[config.mk]
export PLATFORM = sky130hd
export DESIGN_NAME = program_loader
export DESIGN_NICKNAME = d
export VERILOG_FILES = /design/src/rtl/program_loader.sv
export SDC_FILE = /design/constraint.sdc
export NUM_CORES = 1
export LEC_CHECK = 0
export CAP_MARGIN = 20
export CORE_UTILIZATION = 48
export CTS_CLUSTER_SIZE = 40
export DETAILED_ROUTE_END_ITERATION = 8
export MAX_ROUTING_LAYER = met4
export PLACE_DENSITY = 0.83
export SLEW_MARGIN = 30
export SYNTH_ARGS = -nofsm -noshare
export SYNTH_HDL_FRONTEND = slang
export SYNTH_SLANG_ARGS = --single-unit
[constraint.sdc]
create_clock -name clk -period 2.2 [get_ports clk]
set_input_delay 0.44 -clock clk [delete_from_list [all_inputs] [get_ports clk]]
set_output_delay 0.44 -clock clk [all_outputs]
set_load 0.02 [all_outputs]
[src/rtl/program_loader.sv]
// Streams opcode/immediate nibble pairs into the 16x8 TD4 program memory and
// holds the CPU while loading; passes the CPU program counter through when idle.
module program_loader #(
    parameter int ADDR_W = 4,
    parameter int DEPTH  = 16,
    parameter int NIB_W  = 4
) (
    input  logic              clk,
    input  logic              rst_n,
    input  logic              load_start,
    input  logic              in_valid,
    input  logic [NIB_W-1:0]  in_nibble,
    output logic              in_ready,
    input  logic [ADDR_W-1:0] pc_in,
    output logic [ADDR_W-1:0] mem_address,
    output logic [NIB_W-1:0]  mem_opcode,
    output logic [NIB_W-1:0]  mem_immediate,
    output logic              mem_write,
    output logic              cpu_hold,
    output logic              load_done,
    output logic [ADDR_W:0]   word_count
);

    localparam logic [2:0] IDLE  = 3'd0;
    localparam logic [2:0] S_OP  = 3'd1;
    localparam logic [2:0] S_IMM = 3'd2;
    localparam logic [2:0] S_WR  = 3'd3;
    localparam logic [2:0] DONE  = 3'd4;

    localparam logic [ADDR_W-1:0] LAST_ADDR = ADDR_W'(DEPTH - 1);
    localparam logic [ADDR_W-1:0] ADDR_ONE  = {{(ADDR_W-1){1'b0}}, 1'b1};
    localparam logic [ADDR_W:0]   COUNT_ONE = {{ADDR_W{1'b0}}, 1'b1};

    logic [2:0]        state_q, state_d;
    logic [ADDR_W-1:0] addr_q, addr_d;
    logic [NIB_W-1:0]  op_q, op_d;
    logic [NIB_W-1:0]  imm_q, imm_d;
    logic [ADDR_W:0]   count_q, count_d;

    // Dropping load_start aborts any in-progress load; a word already in S_WR
    // still gets its strobe, so it is counted.
    always_comb begin
        state_d = state_q;
        addr_d  = addr_q;
        op_d    = op_q;
        imm_d   = imm_q;
        count_d = count_q;
        case (state_q)
            IDLE: begin
                if (load_start) begin
                    state_d = S_OP;
                    addr_d  = '0;
                    count_d = '0;
                end
            end
            S_OP: begin
                if (in_valid) begin
                    op_d = in_nibble;
                end
                if (!load_start) begin
                    state_d = IDLE;
                end else if (in_valid) begin
                    state_d = S_IMM;
                end
            end
            S_IMM: begin
                if (in_valid) begin
                    imm_d = in_nibble;
                end
                if (!load_start) begin
                    state_d = IDLE;
                end else if (in_valid) begin
                    state_d = S_WR;
                end
            end
            S_WR: begin
                count_d = count_q + COUNT_ONE;
                if (!load_start) begin
                    state_d = IDLE;
                end else if (addr_q == LAST_ADDR) begin
                    state_d = DONE;
                end else begin
                    addr_d  = addr_q + ADDR_ONE;
                    state_d = S_OP;
                end
            end
            DONE: begin
                if (!load_start) begin
                    state_d = IDLE;
                end
            end
            default: begin
                state_d = IDLE;
            end
        endcase
    end

    always_ff @(posedge clk or negedge rst_n) begin
        if (!rst_n) begin
            state_q <= IDLE;
            addr_q  <= '0;
            op_q    <= '0;
            imm_q   <= '0;
            count_q <= '0;
        end else begin
            state_q <= state_d;
            addr_q  <= addr_d;
            op_q    <= op_d;
            imm_q   <= imm_d;
            count_q <= count_d;
        end
    end

    // All outputs decode straight from the registered state so that reset
    // clears the write strobe without waiting for a clock edge.
    always_comb begin
        in_ready      = (state_q == S_OP) || (state_q == S_IMM);
        mem_write     = (state_q == S_WR);
        cpu_hold      = (state_q != IDLE);
        load_done     = (state_q == DONE);
        mem_address   = (state_q == IDLE) ? pc_in : addr_q;
        mem_opcode    = op_q;
        mem_immediate = imm_q;
        word_count    = count_q;
    end

endmodule

Word-level counts from Yosys, hierarchy flattened
Index checks and enable logic that the tools add are counted.
Widths: inputs -> output; s select.
- register bits after elaboration: 20
- output and inout bits: 21
- input port bits: 12
- word-level logic and storage cells: 43
- eq/ne operators: 11
- reduce and logical (&&, ||, !) cells: 9
- $add $sub $neg: 2
- multiplexer cells: 16
- operators by type and width (kind ; number):
    $mux 3 ; 8
    $mux 4 ; 4
    $pmux 3 s5 ; 1
    $pmux 5 s2 ; 1
    $ne 2x2->1 const B ; 4
    $pmux 4 s2 ; 1
    $reduce_and 4->1 ; 2
    $eq 3x2->1 const B ; 2
    $ne 3x3->1 const B ; 2
    $reduce_and 2->1 ; 3
    $add 5x1->5 const B ; 1
    $mux 5 ; 1
    $add 4x1->4 const B ; 1
    $eq 4x4->1 const B ; 1
    $eq 3x1->1 const B ; 1
    $eq 3x3->1 const B ; 1
    $logic_not 3->1 ; 1
    $reduce_bool 3->1 ; 1
    $reduce_bool 2->1 ; 1
    $logic_or 1x1->1 ; 1

Depth between registers and ports, before layout
Gate-level depths: netlist (run 1).
- word-level depth: 4
- mapped depth: 6
- gate-level depth less buffers: 4

Worst setup path before layout (run 1)
OpenSTA, ideal clock, no wires.
- path kind: register to output
- start: register state_q[0]
- end: output port mem_address[0]
- buffers on the path: 1
- path slack: 502 ps
- cell stages (with the launch flop): 6
- arrival time: 1258 ps
- required time: 1760 ps
- cell sequence: dfrtp_1 -> buf_6 -> nor3_2 -> inv_1 -> nand2_1 -> nand2_1
- word-level cells in the longest chain between the ends: 2
- ends and longest elaborated chain (item ; line ; text):
    from (decl) ; 34 ; logic [2:0] state_q, state_d;
    from (signal assigned) ; 106 ; state_q <= state_d;
    $logic_not 3->1 ; 121 ; mem_address = (state_q == IDLE) ? pc_in : addr_q;
    $mux 4 ; 121 ;
    to (decl) ; 15 ; output logic [ADDR_W-1:0] mem_address,
No other way between the ends.

Worst setup path after layout (run 1)
- start: register state_q[2]
- end: output port mem_address[0]
The elaborated chain is that of the path after synthesis.

==> Implementation_results.wiki, run 1 <==
{| class="wikitable"
! Metric !! Value
|-
| Outcome || finished clean
|-
| CTS H-Tree Depth || 1
|-
| Top-level I/O count || 33
|-
| Routed vias/inst || 5.104
|-
| Post-CTS Setup Inserts || 0
|-
| Crit path capture type || output port
|-
| Max frequency || 487.7 MHz
|-
| Pin count of the biggest net entering global routing || 21
|-
| Warnings from Yosys || 0
|-
| Post-route cell area || 1426 µm²
|-
| Number of port buffers || 32
|-
| Cell with the largest stage delay on the worst path || dfrtp_1
|-
| Worst Hold Class || in -> async
|-
| Fraction of power consumed by combinational cells || 38.1%
|-
| Share of final-layout standard cells stronger than drive strength 1 || 15.44%
|-
| Global-route wire length before repair || 3.450 mm
|-
| Post-CTS Resized || 8
|-
| Worst vdd rail ir drop || 627.1 µV
|-
| Syn Area/Cell || 10.40 µm²
|-
| Post-synthesis cell count || 97
|-
| Fin crit share || 93.21%
|-
| Overall die width || 47.84 µm
|-
| Die area || 2288 µm²
|-
| Number of diodes added for antenna fixing || 0
|-
| Initial core utilization || 51.40%
|-
| Antenna Violating Nets Remaining || 0
|-
| Kind of start point of the critical path || flop
|-
| Critical path's largest stage delay || 0.43 ns
|-
| Number of pins exceeding their max-slew limit in the final report || 0
|-
| Via count of the first global-routing pass || 775
|-
| Final setup fails || 0
|-
| Number of search-and-repair iterations in the first detailed-routing pass || 5
|-
| Last weighted congestion value of the routability-driven placer || 0.7656
|-
| Overall Global Routing Usage || 22.54%
|-
| Synthesis-stage register bit count || 20
|-
| Synthesized cell area || 1008 µm²
|-
| Vias || 832
|-
| Clock tree skew after final layout || 0.003063 ns
|-
| Switching pwr || 0.3912 mW
|-
| Layout overhead on the synthesized area || 41.44%
|-
| Post-CTS Hold Buffers || 0
|-
| Power density cells || 818.1 nW/µm²
|-
| Fillers || 175
|-
| Data required time at the worst endpoint || 1.76 ns
|-
| Final-layout setup total negative slack || 0 ns
|-
| Number of placement rows || 16
|-
| Unrepaired setup endpoints after global routing || false
|-
| Reg clk slew, reported paths || 0.11 ns
|-
| Detailed router's first-iteration violation count || 11
|-
| Min Tclk post-route || 2.051 ns
|-
| Buffers plus inverters on the worst setup path || 2
|-
| Sequential area share after synthesis || 49.63%
|-
| Setup CP Type || reg -> out
|-
| Net count after synthesis || 111
|-
| Placeable Area || 1962 µm²
|-
| Sum of routed wire length over all layers || 2.182 mm
|-
| TritonCTS clock tree || yes
|-
| Number of nets in the layout || 151
|-
| Top Family by Delay on Critical Path || buffers and inverters
|-
| Switch share || 33.52%
|-
| Number of unique standard cell types used by synthesis || 28
|-
| Most prevalent standard cell on the critical path || nand2_1
|-
| Pint || 0.7757 mW
|-
| Count of final hold-check violations || 0
|-
| Number of buffers created by CTS || 3
|-
| Final HPWL DP || 1.650 mm
|-
| Antenna violations before repair || 0
|-
| Worst-Margin Slew || 0.3574 ns
|-
| DRC Markers || 0
|-
| WL per Instance || 13.39 µm
|-
| Buffer levels on the longest clock path || 2
|-
| Critical-path maximum fanout || 6
|-
| Root Driver || clkbuf_4
|-
| Placed instance area || 1390 µm²
|-
| Die Span Y || 47.84 µm
|-
| Power share of the sequential group || 43.5%
|-
| Clock tree sinks || 20
|-
| Cell breakdown of the critical path || nor3_4 > inv_1 > nand2_1 > nand2_1 > dlygate4sd2_1
|-
| Number of max-cap violations || 0
|-
| Relative slew margins || 76.08%
|-
| Data arrival time at the worst-slack endpoint || 1.61 ns
|-
| Total grt overflow || 0
|-
| Cell leakage power || 0.6917 nW
|-
| Clock network fraction of design power || 18.4%
|-
| Clock insertion delay at the later pin of the skew report || 0.30 ns
|}
==> cells by family (layout without fill, tap and decap cells) <==
kind of cell               Yosys count  after routing  synth area share, %
xor gates and xnor gates             2              2                1.737
buffers and inverters                6             45                3.225
and+or+nand+nor                     35             35                17.74
AOI/OAI and AO/OA                   23             23                15.26
adders and majority gates            2              2                2.481
DFF                                 20             20                49.63
muxes                                9              9                9.926
==> state kept, by name, indices dropped and copies added, names as in the netlist <==
name / cells
mem_immediate: 4
state_q: 3
mem_opcode: 4
addr_q: 4
word_count: 5
==> final timing paths <==
kind / start / endpoint / cells after the start / slack [ns]
worst min-delay path: rst_n / addr_q[3] / 2 / 0.46
worst max-delay path: state_q[2] / mem_address[0] / 5 / 0.15
max in group asynchronous: rst_n / mem_opcode[0] / 2 / 1.54
min in group clk: mem_opcode[0] / mem_opcode[0] / 1 / 0.52
worst max register to register: state_q[0] / mem_immediate[2] / 4 / 0.62
worst min register to register: mem_opcode[0] / mem_opcode[0] / 1 / 0.52
==> stage by stage <==
stage          hold WS [ns]  std cells  utilization (%)  worst slack (ns)  total power [mW]
2_1_floorplan        0.1444         97                -            0.5018            0.7435
5_1_grt              0.4942        163            72.70           0.05919             1.227
6_report             0.4623        163            72.70            0.1495             1.167
3_5_place_dp         0.4992        159            70.85            0.1555            0.9704
3_3_place_gp         0.4921        159            70.85            0.1793            0.9548
4_1_cts              0.4695        163            72.58           0.04996             1.172
==> cell usage after synthesis <==
cell / count / area [µm²]
a41o_1: 2 / 20.02
nor3b_1: 1 / 7.510
o22a_1: 1 / 8.760
and3_1: 2 / 12.51
or3b_1: 1 / 8.760
xnor2_1: 2 / 17.52
inv_1: 1 / 3.750
buf_2: 2 / 10.01
o21ai_0: 1 / 5.000
nand3b_1: 3 / 22.52
ha_1: 2 / 25.02
clkbuf_1: 1 / 3.750
dfrtp_1: 20 / 500.5
mux2i_1: 1 / 10.01
nand2b_1: 4 / 25.02
a21o_1: 2 / 15.01
a21oi_1: 9 / 45.04
a22o_1: 3 / 26.28
nor3_2: 1 / 10.01
nand3_1: 3 / 15.01
nand2_1: 14 / 52.55
o21a_1: 2 / 15.01
buf_6: 1 / 11.26
nor2b_1: 1 / 6.260
inv_2: 1 / 3.750
nor2_1: 5 / 18.77
a31oi_1: 3 / 18.77
mux2_2: 8 / 90.09
==> final cells by class <==
class                           count  area [µm²]  area share, %
Sequential cell                    20       500.5          35.09
Multi-Input combinational cell     71       481.7          33.77
Timing Repair Buffer               39       366.6          25.70
Clock buffer                        4       36.28          2.544
Tap cell                           27       33.78          2.368
Inverter                            2       7.507         0.5263
==> cell usage in the layout (no fill, tap or decap), drive strengths merged, types with 2 or more instances in the layout <==
master / n
clkbuf: 4
nor2: 5
ha: 2
and3: 2
a22o: 3
dfrtp: 20
a31oi: 3
inv: 2
nand3: 3
clkdlybuf4s50: 24
a41o: 2
nand2b: 4
buf: 7
mux2: 8
nand3b: 3
a21oi: 9
o21a: 2
nand2: 14
a21o: 2
xnor2: 2
dlygate4sd2: 7
==> power by group through the flow <==
| stage | sequential, mW | combinational, mW | clock, mW |
|---|---|---|---|
| after floorplan | 0.580 | 0.164 | 0 |
| after global placement | 0.509 | 0.446 | 0 |
| after CTS | 0.506 | 0.450 | 0.215 |
| after detailed placement | 0.513 | 0.458 | 0 |
| final | 0.507 | 0.445 | 0.215 |
| after global routing | 0.518 | 0.479 | 0.229 |
==> routing by layer <==
| metal | routed length, µm | track usage (%) |
|---|---|---|
| met1 | 1021 | 30.19 |
| met2 | 1082 | 35.41 |
| met3 | 50 | 2.264 |
| met4 | 27 | 8.333 |
| met5 | 0 | - |
Note: power is estimated with default switching activity, not from simulation.
==> run 2, diff against run 1 <==
--- a/config.mk
+++ b/config.mk
@@ -7,6 +7,7 @@
 export LEC_CHECK = 0
 export CAP_MARGIN = 20
 export CORE_UTILIZATION = 48
+export CTS_CLUSTER_DIAMETER = 100
 export CTS_CLUSTER_SIZE = 40
 export DETAILED_ROUTE_END_ITERATION = 8
 export MAX_ROUTING_LAYER = met4
==> results of run 2 <==
Same layout as run 1: the final DEF is identical, and so are final timing and power.
